==> src/rtl/cram_arbiter.sv <==
// cram_arbiter: N-channel round-robin arbiter and async-mode timing engine for a 16-bit cellular RAM.
// Optional macro CRAM_ARB_CH0_PRIORITY_EN gives channel 0 (VGA fetch) absolute priority.
module cram_arbiter #(
    parameter int NUM_CH      = 4,
    parameter int ADDR_W      = 24,
    parameter int DATA_W      = 16,
    parameter int WAIT_CYCLES = 7
) (
    input  logic                     clk,
    input  logic                     rst_n,
    input  logic [NUM_CH-1:0]        req,
    input  logic [NUM_CH-1:0]        we,
    input  logic [NUM_CH*ADDR_W-1:0] addr,
    input  logic [NUM_CH*DATA_W-1:0] wdata,
    output logic [NUM_CH-1:0]        ack,
    output logic [DATA_W-1:0]        rdata,
    output logic                     busy,
    output logic [ADDR_W-1:0]        mem_addr,
    output logic [DATA_W-1:0]        mem_dq_o,
    output logic                     mem_dq_oe,
    input  logic [DATA_W-1:0]        mem_dq_i,
    output logic                     mem_cs_n,
    output logic                     mem_adv_n,
    output logic                     mem_we_n,
    output logic                     mem_oe_n
);
    localparam int CH_W  = (NUM_CH > 1) ? $clog2(NUM_CH) : 1;
    localparam int CNT_W = (WAIT_CYCLES > 1) ? $clog2(WAIT_CYCLES) : 1;
`ifdef CRAM_ARB_CH0_PRIORITY_EN
    localparam logic [CH_W-1:0] PTR_RST = CH_W'(1);
`else
    localparam logic [CH_W-1:0] PTR_RST = '0;
`endif

    typedef enum logic [1:0] {IDLE, SETUP, ACCESS, DONE} state_t;

    state_t            state;
    logic [CH_W-1:0]   rr_ptr;
    logic [CH_W-1:0]   win;
    logic              win_we;
    logic [CNT_W-1:0]  cnt;

    logic [NUM_CH-1:0] cand;
    logic              found;
    logic [CH_W-1:0]   pick;
    logic [CH_W:0]     scan;
    logic [ADDR_W-1:0] sel_addr;
    logic [DATA_W-1:0] sel_wdata;
    logic              sel_we;

    // Rotating scan starting at rr_ptr; with priority enabled channel 0 is taken out of the rotation.
    always_comb begin
        cand  = req;
        found = 1'b0;
        pick  = '0;
        scan  = '0;
`ifdef CRAM_ARB_CH0_PRIORITY_EN
        cand[0] = 1'b0;
        if (req[0])
            found = 1'b1;
`endif
        for (int k = 0; k < NUM_CH; k++) begin
            scan = {1'b0, rr_ptr} + (CH_W+1)'(k);
            if (scan >= (CH_W+1)'(NUM_CH))
                scan = scan - (CH_W+1)'(NUM_CH);
            if (!found && cand[scan[CH_W-1:0]]) begin
                found = 1'b1;
                pick  = scan[CH_W-1:0];
            end
        end
    end

    always_comb begin
        sel_addr  = '0;
        sel_wdata = '0;
        sel_we    = 1'b0;
        for (int i = 0; i < NUM_CH; i++) begin
            if (pick == CH_W'(i)) begin
                sel_addr  = addr[i*ADDR_W +: ADDR_W];
                sel_wdata = wdata[i*DATA_W +: DATA_W];
                sel_we    = we[i];
            end
        end
    end

    always_ff @(posedge clk) begin
        if (!rst_n) begin
            state     <= IDLE;
            rr_ptr    <= PTR_RST;
            win       <= '0;
            win_we    <= 1'b0;
            cnt       <= '0;
            ack       <= '0;
            rdata     <= '0;
            busy      <= 1'b0;
            mem_addr  <= '0;
            mem_dq_o  <= '0;
            mem_dq_oe <= 1'b0;
            mem_cs_n  <= 1'b1;
            mem_we_n  <= 1'b1;
            mem_oe_n  <= 1'b1;
        end else begin
            ack <= '0;
            unique case (state)
                IDLE: begin
                    if (found) begin
                        state     <= SETUP;
                        win       <= pick;
                        win_we    <= sel_we;
                        mem_addr  <= sel_addr;
                        mem_dq_o  <= sel_wdata;
                        mem_dq_oe <= sel_we;
                        mem_cs_n  <= 1'b0;
                        busy      <= 1'b1;
                    end
                end
                SETUP: begin
                    state    <= ACCESS;
                    cnt      <= CNT_W'(WAIT_CYCLES - 1);
                    mem_we_n <= ~win_we;
                    mem_oe_n <= win_we;
                end
                ACCESS: begin
                    if (cnt == '0) begin
                        state    <= DONE;
                        mem_cs_n <= 1'b1;
                        mem_we_n <= 1'b1;
                        mem_oe_n <= 1'b1;
                        ack      <= NUM_CH'(1) << win;
                        if (!win_we)
                            rdata <= mem_dq_i;
`ifdef CRAM_ARB_CH0_PRIORITY_EN
                        if (win != '0)
                            rr_ptr <= (win == CH_W'(NUM_CH - 1)) ? CH_W'(1) : win + CH_W'(1);
`else
                        rr_ptr <= (win == CH_W'(NUM_CH - 1)) ? '0 : win + CH_W'(1);
`endif
                    end else begin
                        cnt <= cnt - CNT_W'(1);
                    end
                end
                DONE: begin
                    // Write data stays driven through DONE as hold time.
                    state     <= IDLE;
                    busy      <= 1'b0;
                    mem_dq_oe <= 1'b0;
                end
                default: state <= IDLE;
            endcase
        end
    end

    assign mem_adv_n = mem_cs_n;

endmodule

==> config.mk <==
export PLATFORM = sky130hd
export DESIGN_NAME = cram_arbiter
export DESIGN_NICKNAME = d
export VERILOG_FILES = /design/src/rtl/cram_arbiter.sv
export SDC_FILE = /design/constraint.sdc
export NUM_CORES = 1
export LEC_CHECK = 0
export CAP_MARGIN = 5
export CORE_MARGIN = 8
export CORE_UTILIZATION = 39
export DETAILED_ROUTE_END_ITERATION = 10
export PLACE_DENSITY = 0.85
export SKIP_CTS_REPAIR_TIMING = 1
export SLEW_MARGIN = 10
export SYNTH_ARGS = -nofsm -noshare
export SYNTH_HDL_FRONTEND = slang
export SYNTH_SLANG_ARGS = --single-unit
export TNS_END_PERCENT = 10
==> constraint.sdc <==
create_clock -name clk -period 1.9 [get_ports clk]
set_input_delay 0.285 -clock clk [delete_from_list [all_inputs] [get_ports clk]]
set_output_delay 0.285 -clock clk [all_outputs]
set_load 0.05 [all_outputs]
==> results.sh, run 1 <==
export IMPL_crit_family="buffers and inverters"
export IMPL_required_ns=2.11
export IMPL_overflow=0
export IMPL_dp_cells=902
export IMPL_maxSlewHeadroom=0.629
export IMPL_period_minus_slack_ns=1.87
export IMPL_hold_viol_final=0
export IMPL_totalWireLength_mm=19.9
export IMPL_clock_sinks=75
export IMPL_syn_inst=515
export IMPL_preCtsSetupSlack_ns=-0.431
export IMPL_leakagePower_uw=0.00303
export IMPL_ys_seq_area_frac=0.329
export IMPL_worstMarginPinSlew_ns=0.555
export IMPL_peakVddDrop_mv=0.970
export IMPL_finalCritPeriodShare=0.983
export IMPL_gp_congestion=0.869
export IMPL_antenna_found_initial=2
export IMPL_detail_route_iter0_violations=414
export IMPL_fin_tns_setup_ns=0
export IMPL_final_area_um2=8050
export IMPL_grt_pass1_vias=5440
export IMPL_total_power_uw=10200
export IMPL_row_count=39
export IMPL_path_buf_inv=3
export IMPL_hp_start="rdata[11]"
export IMPL_drv_cap=0
export IMPL_hold_class="flip-flop to flip-flop"
export IMPL_drtPass1Iterations=7
export IMPL_htreeDepth=3
export IMPL_numCtsBuffers=9
export IMPL_core_area_um2=11400
export IMPL_drc=0
export IMPL_ys_warn_count=0
export IMPL_grt_max_degree=31
export IMPL_clock_skew_final_ns=0.00743
export IMPL_max_stage_delay_ns=0.45
export IMPL_wl_per_cell_um=21.4
export IMPL_ys_types=46
export IMPL_critPathCaptureType="flip-flop"
export IMPL_initial_core_util=0.399
export IMPL_clk_pin_slew_ns=0.06
export IMPL_numPortBuffers=251
export IMPL_insertion_delay_ns=0.33
export IMPL_reg2reg_slack_ns=0.11
export IMPL_slowest_stage="clkdlybuf4s50_1"
export IMPL_final_antenna_net_count=0
export IMPL_synth_area_top_cells="dfxtp_1 (33%), o211ai_2 (11%), mux2i_1 (9.0%), a211o_1 (7.3%), nand2_1 (6.8%)"
export IMPL_critPathLaunchType="primary input"
export IMPL_r2r_start="rr_ptr[0]"
export IMPL_timing_fmax_ghz=0.535
export IMPL_final_nets=971
export IMPL_cp_data_arrival_time_ns=2.08
export IMPL_syn_avg_cell_area_um2=8.85
export IMPL_stdcell_count=927
export IMPL_synth_top_area_frac=0.329
export IMPL_avgViaCountPerCell=5.58
export IMPL_track_usage=0.230
export IMPL_rsz0062_at_grt="no"
export IMPL_setup_violations=0
export IMPL_vias=5171
export IMPL_dieWidth_um=124
export IMPL_root_buffer="clkbuf_16"
export IMPL_cts_tree="done"
export IMPL_syn2layout_area_growth_pct=76.5
export IMPL_power_density_nw_per_um2=1260
export IMPL_placed_cell_area_um2=7320
export IMPL_crit_path_start="req[1]"
export IMPL_path_cells="clkdlybuf4s50_1, buf_4, o41ai_4, or2_2, nand2b_4, clkbuf_16, o211ai_2"
export IMPL_fp_dieH_um=124
export IMPL_dieArea_um2=15400
export IMPL_synth_fp_nets=709
export IMPL_fin_ws_ns=0.0324
export IMPL_dpl_hpwl_mm=14.5
export IMPL_slew_viol_final=0
export IMPL_critPathKind="primary input to flip-flop"
export IMPL_yosys_area_top_type="dfxtp_1"
export IMPL_drive_gt1_frac=0.179
export IMPL_grt_pass1_wl_mm=28.0
export IMPL_syn_area_um2=4560
export IMPL_critPathMaxFanout=9
export IMPL_ys_ff_latch=75
export IMPL_ios=252
export IMPL_cts_buffer_depth=2
export IMPL_status="finished, final reports clean"
-- area by class of cell --
| class | instances | area [µm²] |
|---|---|---|
| fill | 865 | 3370 |
| timing repair buffer | 299 | 3130 |
| multi-input combinational | 383 | 2840 |
| sequential | 75 | 1500 |
| clock buffer | 12 | 267 |
| tap | 143 | 179 |
| clock inverter | 4 | 95.1 |
| inverter | 9 | 33.8 |
| antenna | 2 | 5.00 |
-- path summary, 6_finish.rpt --
kind,to,cells after the start
worst max-delay path,mem_addr[3],7
worst min register to register,rdata[11],2
worst min-delay path,rdata[11],2
worst max register to register,mem_addr[22],7
-- sequential cells by signal, summed over array words and instances, names as in the netlist --
| signal | cells |
|---|---|
| mem_addr | 24 |
| mem_dq_o | 16 |
| rdata | 16 |
| ack | 4 |
| cnt | 3 |
| rr_ptr | 2 |
| state | 2 |
| win | 2 |
| busy | 1 |
| mem_adv_n | 1 |
| mem_dq_oe | 1 |
| mem_oe_n | 1 |
| mem_we_n | 1 |
| win_we | 1 |
-- cell usage after synthesis, drive strengths merged --
master / instances
nand2: 82
dfxtp: 75
o21ai: 45
nand3: 43
o211ai: 42
mux2i: 41
a211o: 40
a21oi: 27
clkbuf: 22
buf: 20
nor2: 13
inv: 9
ha: 8
nor3: 7
and2: 5
dlymetal6s2s: 5
nand2b: 5
nor4: 4
or3: 4
and3: 2
o211a: 2
or2: 2
a2111o: 1
a21boi: 1
a311oi: 1
and2b: 1
dlygate4sd1: 1
nor2b: 1
o21a: 1
o21ba: 1
o21bai: 1
o31ai: 1
o41ai: 1
xnor2: 1
-- through the flow --
stage / utilization / hold WS [ns]
after CTS: 0.673 / 0.457
after global placement: 0.641 / 0.442
after global routing: 0.705 / 0.479
after detailed placement: 0.641 / 0.450
after floorplan: - / 0.361
final: 0.705 / 0.456
-- metal layers --
metal,track usage,vias up,share of wire,routed length [µm]
met5,0,-,0,0
met4,0.106,0,0.036,713
met3,0.0771,54,0.10,1990
met2,0.405,278,0.51,10100
met1,0.245,2439,0.36,7100
li1,-,2400,-,-
-- worst reg2reg max path, stage by stage, from the launching register on --
cell and delay, ns:
dfxtp_1 0.36, and2b_2 0.25, o21ba_2 0.23, nor2_4 0.13, buf_12 0.16, clkbuf_16 0.17, mux2i_1 0.28, o211ai_2 0.09
-- power breakdown --
part / internal (µW) / switching (µW) / leakage [µW]
clock network: 1390 / 660 / 0.000179
logic: 2360 / 3400 / 0.00223
registers: 2060 / 297 / 0.000616
total: 5810 / 4350 / 0.00303
-- layout by cell type (no fill, tap or decap), types with 2 or more instances in the layout --
master             n
bufinv_16          3
and2_1             3
ha_1               7
buf_4             31
mux2i_1           22
o211a_1            2
clkdlybuf4s50_1  246
inv_1              9
a211o_1           38
and2_4             2
o211ai_2          38
nor3_1             7
mux2i_2            8
buf_12            11
dfxtp_1           74
and3_1             2
nor2_1            11
a21oi_1           27
clkbuf_16         14
nand2b_1           4
o211ai_1           3
a211o_2            2
diode_2            2
nand2_1           82
or3_1              3
o21ai_0           45
dlymetal6s2s_1     2
nor4_1             4
nand3_1           43
mux2i_4           11
clkbuf_8           3
buf_6              3
-- kinds of logic after synthesis --
logic type / after synthesis / synth area share
xor+xnor: 1 / 0.00192
buf+inv: 57 / 0.0922
fa+ha+maj: 8 / 0.0220
mux: 41 / 0.0900
simple gates: 169 / 0.172
compound gates: 164 / 0.293
flops: 75 / 0.329
Note: power is estimated with default switching activity, not from simulation.
==> run 2, diff against run 1 <==
--- a/config.mk
+++ b/config.mk
@@ -10,6 +10,7 @@
 export CORE_UTILIZATION = 39
 export DETAILED_ROUTE_END_ITERATION = 10
 export PLACE_DENSITY = 0.85
+export SETUP_SLACK_MARGIN = 0.1
 export SKIP_CTS_REPAIR_TIMING = 1
 export SLEW_MARGIN = 10
 export SYNTH_ARGS = -nofsm -noshare
==> run 2 against run 1 <==
Against the previous run:
- worst hold slack got worse by 0.00089 ns
- non-clock buffer count grew 4
- core utilization grew 0.88 points
- first-iteration DRC count increased by 8.9%
- final cell count up 0.54%
- largest power group unchanged
- clock-buffer cell count is the same
- critical endpoint is now mem_addr[4]
- routed wire length increased by 2.0%
- sequential cell count did not move
- highest routed layer unchanged
- die area unchanged
- global-route usage stayed put
==> results.sh, run 2 (same netlist as run 1, synthesis figures left out) <==
export IMPL_status="finished, final reports clean"
export IMPL_final_antenna_net_count=0
export IMPL_multi_input_area_um2=2870
export IMPL_slew_viol_final=0
export IMPL_worstMarginPinSlew_ns=0.557
export IMPL_timing_fmax_ghz=0.551
export IMPL_critPathKind="flip-flop to primary output"
export IMPL_syn2layout_area_growth_pct=78.7
export IMPL_p_clk_frac=0.199
export IMPL_globalRouteMet2Util=0.405
export IMPL_reg_top3="mem_addr: 24 flops, mem_dq_o: 16 flops, rdata: 16 flops"
export IMPL_total_power_uw=10300
export IMPL_path_cells="clkdlybuf4s50_1"
export IMPL_met3_usage=0.0771
export IMPL_power_density_nw_per_um2=1260
export IMPL_drive_gt1_frac=0.192
export IMPL_power_internal_uw=5890
export IMPL_grt_max_degree=31
export IMPL_drtPass1Iterations=7
export IMPL_critPathCaptureType="primary output"
export IMPL_clock_skew_final_ns=0.00642
export IMPL_r2r_end="mem_dq_o[0]"
export IMPL_largest_register_ffs=24
export IMPL_vias=5242
export IMPL_totalWireLength_mm=20.3
export IMPL_numCtsBuffers=9
export IMPL_slowest_stage="clkdlybuf4s50_1"
export IMPL_top_usage_layer="met2"
export IMPL_regMostFlops="mem_addr"
export IMPL_track_usage=0.230
export IMPL_initial_core_util=0.399
export IMPL_crit_path_start="mem_addr[4]"
export IMPL_dieArea_um2=15400
export IMPL_crit_family="buffers and inverters"
export IMPL_grt_pass1_wl_mm=28.0
export IMPL_reg2reg_slack_ns=0.10
export IMPL_leakagePower_uw=0.00309
export IMPL_fp_dieH_um=124
export IMPL_numPortBuffers=251
export IMPL_final_common_cell="clkdlybuf4s50_1"
export IMPL_maxSlewHeadroom=0.627
export IMPL_most_common_layout_cells="clkdlybuf4s50_1 (243), nand2_1 (82), dfxtp_1 (73)"
export IMPL_row_count=39
export IMPL_rsz0062_at_grt="yes"
export IMPL_grt_pass1_vias=5440
export IMPL_cts_tree="done"
export IMPL_setup_violations=0
export IMPL_ios=252
export IMPL_p_comb_frac=0.571
export IMPL_finalCritPeriodShare=0.955
export IMPL_dieWidth_um=124
export IMPL_core_area_um2=11400
export IMPL_r2r_start="rr_ptr[1]"
export IMPL_fin_tns_setup_ns=0
export IMPL_p_seq_frac=0.230
export IMPL_period_minus_slack_ns=1.81
export IMPL_htreeDepth=3
export IMPL_grt_util_met1=0.245
export IMPL_worstHoldPathCells=2
export IMPL_drc=0
export IMPL_gp_congestion=0.869
export IMPL_regArea_um2=1510
export IMPL_root_buffer="clkbuf_16"
export IMPL_fin_hold_ws_ns=0.455
export IMPL_p_switching_uw=4390
export IMPL_clk_pin_slew_ns=0.06
export IMPL_clock_sinks=75
export IMPL_critPathMaxFanout=2
export IMPL_insertion_delay_ns=0.33
export IMPL_crit_end="mem_addr[4]"
export IMPL_r2r_cells=7
export IMPL_overflow=0
export IMPL_hold_viol_final=0
export IMPL_peakVddDrop_mv=0.946
export IMPL_wl_per_cell_um=21.7
export IMPL_required_ns=1.62
export IMPL_max_stage_delay_ns=0.82
export IMPL_cp_data_arrival_time_ns=1.53
export IMPL_path_buf_inv=1
export IMPL_detail_route_iter0_violations=451
export IMPL_switching_share=0.427
export IMPL_final_nets=975
export IMPL_hold_class="flip-flop to flip-flop"
export IMPL_dpl_hpwl_mm=14.5
export IMPL_crit_cells=1
export IMPL_fill_cells=848
export IMPL_cts_buffer_depth=2
export IMPL_avgViaCountPerCell=5.62
export IMPL_critPathLaunchType="flip-flop"
export IMPL_drv_cap=0
export IMPL_antenna_found_initial=3
## run 2: worst min-delay path: cells and delay by family, from the launching register on
family,cells,cell delay (ns)
flops,1,0.31
simple gates,1,0.05
compound gates,1,0.05
## run 2: how the worst min path moves through the flow
stage	start	slack [ns]	to
6_report	rdata[11]	0.46	rdata[11]
5_1_grt	rdata[9]	0.48	rdata[9]
4_1_cts	rdata[2]	0.46	rdata[2]
3_5_place_dp	rdata[11]	0.45	rdata[11]
3_3_place_gp	rdata[7]	0.44	rdata[7]
2_1_floorplan	rst_n	0.36	mem_adv_n
## run 2: per-layer routing
layer | wire length [µm] | vias up
met2 | 10300 | 284
met5 | 0 | -
met3 | 2020 | 50
met4 | 571 | 0
li1 | - | 2411
met1 | 7350 | 2497
## run 2: through the flow
stage          worst slack, ns  cells  area [µm²]  utilization
2_1_floorplan            0.155    515        4560            -
5_1_grt                 0.0452    932        8150        0.713
4_1_cts                -0.0859    918        7680        0.673
3_3_place_gp            -0.420    902        7320        0.641
6_report                0.0855    932        8150        0.713
3_5_place_dp            -0.431    902        7320        0.641
## run 2: cell type report
type                       instances  area share
clock inverter                     4      0.0117
antenna                            3    0.000922
clock buffer                      12      0.0327
timing repair buffer             303       0.392
tap                              143      0.0220
inverter                           9     0.00415
sequential                        75       0.185
multi-input combinational        383       0.352
## run 2: power groups by stage
stage          Combinational [µW]  Clock [µW]  Sequential, µW
6_report                     5880        2050            2360
5_1_grt                      6180        2170            2420
3_5_place_dp                 5390           0            2380
3_3_place_gp                 5240           0            2350
4_1_cts                      5410        2070            2350
2_1_floorplan                2050           0            3740
==> variant 1 (config.mk and constraints of run 1) <==
Add a define of `CRAM_ARB_CH0_PRIORITY_EN`.
--- a/src/rtl/cram_arbiter.sv
+++ b/src/rtl/cram_arbiter.sv
@@ -1,5 +1,7 @@
 // cram_arbiter: N-channel round-robin arbiter and async-mode timing engine for a 16-bit cellular RAM.
 // Optional macro CRAM_ARB_CH0_PRIORITY_EN gives channel 0 (VGA fetch) absolute priority.
+`define CRAM_ARB_CH0_PRIORITY_EN
+
 module cram_arbiter #(
     parameter int NUM_CH      = 4,
     parameter int ADDR_W      = 24,
Behaviour: same outputs for any inputs over 10 cycles, from zero or initial values and one cycle with rst_n low; that may be too few to reach the edited logic, so the function may still have changed.
==> variant 1 against run 1 <==
- utilization up 2.1 points
- cell area down 12%
- wire length is 15% lower
- worst setup slack got worse by 0.0023 ns
- synthesized area down 14%
- total power down 16%
- clock power is 43% lower
- sequential power is 2% lower
- clock skew increased by 0.0069 ns
- sequential cell count did not move
- critical path depth is the same
==> variant 1: results (changes against run 1) <==
| Metric | Value |
|---|---|
| Syn_nets | `658 (was 709)` |
| Post-DP Area | `6790 um^2 (was 7320 um^2)` |
| First-pass GRT wire length | `25.2 mm (was 28.0 mm)` |
| Max incr delay on CP | `0.43 ns (was 0.45 ns)` |
| Largest net degree at the start of global routing | `38 (was 31)` |
| Grt met3 use | `8.32% (was 7.71%)` |
| Hold WC Path Type | `in -> reg (was reg -> reg)` |
| Vias in the first global route | `4951 (was 5440)` |
| Sequential share of the synthesized area | `38.1% (was 32.9%)` |
| Routed WL | `16.9 mm (was 19.9 mm)` |
| CP arrival | `2.10 ns (was 2.08 ns)` |
| Share of cells above drive strength 1 | `15.2% (was 17.9%)` |
| Antenna Nets Post-Route | `0 (unchanged)` |
| Normalized max-slew margin | `61.7% (was 62.9%)` |
| Clock transition at path regs | `0.09 ns (was 0.06 ns)` |
| Met2 WL | `8.92 mm (was 10.1 mm)` |
| Synth area leaders | `dfxtp_1, mux2_2, a221oi_1 (was dfxtp_1, o211ai_2, mux2i_1)` |
| Number of buffers created by CTS | `9 (unchanged)` |
| Worst r2r src | `rr_ptr[1] (was rr_ptr[0])` |
| Worst Path Max Fanout | `13 (was 9)` |
| Top cells by count, synth | `dfxtp_1, nand2_1, nor3_1, o21ai_0, mux2_2 (was nand2_1, dfxtp_1, o21ai_0, nand3_1, mux2i_1)` |
| Initial antenna violation count | `0 (was 2)` |
| Vias per cell | `5.50 (was 5.58)` |
| Met1 usage | `24.2% (was 24.5%)` |
| DP HPWL | `13.1 mm (was 14.5 mm)` |
| Crit path launch | `req[2] (was req[1])` |
| Pre-antenna DRT Iters | `5 (was 7)` |
| Hold path startpoint | `rst_n (was rdata[11])` |
| Fillers | `748 (was 865)` |
| Multi-input gate area | `2320 um^2 (was 2840 um^2)` |
| Final net count | `912 (was 971)` |
| Number of max-cap violations | `0 (unchanged)` |
| Lkg Pwr | `0.00264 uW (was 0.00303 uW)` |
| Setup-failing EPs final | `0 (unchanged)` |
| Antenna Cells | `0 (was 2)` |
| Clk Latency, worst-skew pair | `0.36 ns (was 0.33 ns)` |
| DRT iter0 DRCs | `200 (was 414)` |
| Syn Inst Count | `463 (was 515)` |
| Peak supply drop | `0.592 mV (was 0.970 mV)` |
| CTS H-tree depth | `3 (unchanged)` |
| All-Layer GR Usage | `24.1% (was 23.0%)` |
| Clock skew | `0.0143 ns (was 0.00743 ns)` |
| Status | `complete, no violations (unchanged)` |
| Gpl congestion | `0.851 (was 0.869)` |
| Routed wl met3 | `1.49 mm (was 1.99 mm)` |
| Netlist cell types | `40 (was 46)` |
| GR Util met2 | `43.8% (was 40.5%)` |
| Clock Root Buffer | `clkbuf_8 (was clkbuf_16)` |
| M1 WL | `5.99 mm (was 7.10 mm)` |
[variant 1: cell count changes after synthesis, moves of 38 or more]
cell      delta
nand3_1     -39
mux2_2      +38
nor3_1      +50
o211ai_2    -39
a211o_1     -38
[variant 1: report_power, final]
part           total (uW)  switching (uW)  leakage, uW  internal, uW
logic                5080            3130      0.00195          1950
clock network        1160             673    0.0000804           492
registers            2320             262     0.000618          2060
[variant 1: cell families (layout without fill, tap and decap cells)]
kind of cell / after synthesis / after routing / share of synthesized area (%)
buf+inv: 52 / 311 / 5.59
fa+ha+maj: 9 / 9 / 2.86
flops: 75 / 75 / 38.1
compound gates: 137 / 137 / 23.8
mux: 42 / 42 / 11.9
simple gates: 148 / 148 / 17.7
[variant 1: layout make-up]
type / instances / area share [%]
clock buffer: 9 / 1.75
clock inverter: 7 / 0.829
inverter: 11 / 0.582
multi-input combinational: 336 / 32.7
sequential: 75 / 21.2
tap: 133 / 2.35
timing repair buffer: 284 / 40.6
[variant 1: through the flow]
step	std cells	worst slack [ns]	power, uW	TNS (ns)
finish	855	0.0301	8570	0
global route	855	-0.0393	9020	-0.219
CTS	854	-0.0110	8510	-0.0248
detailed placement	838	-0.381	7340	-14.02
global placement	838	-0.299	7210	-11.18
floorplan	463	0.197	5330	0
[variant 1: worst paths after layout]
path,endpoint,slack (ns),cells after the start
max,mem_addr[15],0.03,7
min,state[0],0.39,2
max reg2reg,mem_addr[15],0.04,6
min reg2reg,rdata[11],0.47,2
[variant 1: critical path, delay by kind of cell]
| kind | cells | cell delay (ns) |
|---|---|---|
| AO/OA/AOI/OAI | 3 | 0.72 |
| buffers and inverters | 2 | 0.68 |
| multiplexers | 1 | 0.33 |
| AND/OR/NAND/NOR | 1 | 0.07 |
==> variant 2 (config.mk and constraints of run 1) <==
Without the edit above. Re-encode `state_t` (4 states) as one-hot, 4 bits wide.
--- a/src/rtl/cram_arbiter.sv
+++ b/src/rtl/cram_arbiter.sv
@@ -32,7 +32,7 @@
     localparam logic [CH_W-1:0] PTR_RST = '0;
 `endif
 
-    typedef enum logic [1:0] {IDLE, SETUP, ACCESS, DONE} state_t;
+    typedef enum logic [3:0] {IDLE = 4'b0001, SETUP = 4'b0010, ACCESS = 4'b0100, DONE = 4'b1000} state_t;
 
     state_t            state;
     logic [CH_W-1:0]   rr_ptr;
Formal check against the unedited RTL: same outputs for any inputs over 10 cycles, from zero or initial values and one cycle with rst_n low; not proved beyond that.
==> variant 2 against run 1 <==
- synthesized area decreased by 12%
- sequential share of layout area rose by 3.0 points
- die area decreased by 10%
- sequential cell count is 2 higher
- count of clock-buffer cells in the layout down 3
- non-clock buffer count is 14 lower
- critical endpoint is now mem_dq_o[12]
- wire length down 19%
- cell area down 12%
- worst setup slack got worse by 0.014 ns
Power is not compared: it rests on default switching activity, and its combinational part moved more than twofold at a synthesized area within 25%.
==> variant 2: results (changes against run 1) <==
| Metric | Value |
|---|---|
| Clock Root Buffer | `clkbuf_8 (was clkbuf_16)` |
| Gpl congestion | `0.851 (was 0.869)` |
| Cell family with most CP delay | `simple AND/OR/NAND/NOR gates (was buffers and inverters)` |
| Max incr delay on CP | `0.51 ns (was 0.45 ns)` |
| DRT iter0 DRCs | `144 (was 414)` |
| DP HPWL | `13.2 mm (was 14.5 mm)` |
| Via count | `4092 (was 5171)` |
| Initial antenna violation count | `0 (was 2)` |
| Slowest CP cell | `or4b_4 (was clkdlybuf4s50_1)` |
| Pre-antenna DRT Iters | `4 (was 7)` |
| Post-DP Area | `6880 um^2 (was 7320 um^2)` |
| Met2 WL | `8.21 mm (was 10.1 mm)` |
| DP Cell Count | `786 (was 902)` |
| Post-place setup slack | `-0.264 ns (was -0.431 ns)` |
| Worst Path Max Fanout | `10 (was 9)` |
| Top cells by count, synth | `mux2i_1, nand2_1, dfxtp_1, o221ai_2, buf_2 (was nand2_1, dfxtp_1, o21ai_0, nand3_1, mux2i_1)` |
| Post-Synth Adder-Cell Area | `0.935% (was 2.20%)` |
| Status | `complete, no violations (unchanged)` |
| Vias per cell | `5.10 (was 5.58)` |
| Clock transition at path regs | `0.08 ns (was 0.06 ns)` |
| Synth Area in Compound Gates | `20.3% (was 29.3%)` |
| Sequential share of the synthesized area | `38.4% (was 32.9%)` |
| Synth area leaders | `dfxtp_1, mux2i_1, o221ai_2 (was dfxtp_1, o211ai_2, mux2i_1)` |
| Vias in the first global route | `4522 (was 5440)` |
| Largest net degree at the start of global routing | `33 (was 31)` |
| First-pass GRT wire length | `25.0 mm (was 28.0 mm)` |
| Worst-Margin Slew | `0.564 ns (was 0.555 ns)` |
| Antenna Cells | `0 (was 2)` |
| Netlist cell types | `36 (was 46)` |
| M1 WL | `6.26 mm (was 7.10 mm)` |
| Clk Latency, worst-skew pair | `0.35 ns (was 0.33 ns)` |
| Clock skew | `0.0107 ns (was 0.00743 ns)` |
## variant 2: worst paths after layout
check	start	end	slack, ns	cells after the start
setup / recovery	state[0]	mem_dq_o[12]	0.02	5
hold / removal	rdata[8]	rdata[8]	0.46	2
setup reg to reg	state[0]	mem_dq_o[12]	0.02	5
hold reg to reg	rdata[8]	rdata[8]	0.46	2
## variant 2: layout make-up
| class | count | area (um^2) | area share, % |
|---|---|---|---|
| Clock buffer | 9 | 124 | 1.74 |
| Clock inverter | 7 | 98.8 | 1.39 |
| Inverter | 5 | 18.8 | 0.264 |
| Multi-Input combinational cell | 283 | 2300 | 32.4 |
| Sequential cell | 77 | 1540 | 21.7 |
| Tap cell | 136 | 170 | 2.40 |
| Timing Repair Buffer | 285 | 2850 | 40.1 |
## variant 2: per-layer routing
layer	GRT usage (%)	vias up
li1	-	1972
met5	0	-
met2	41.1	169
met4	8.09	0
met1	23.7	1921
met3	7.15	30
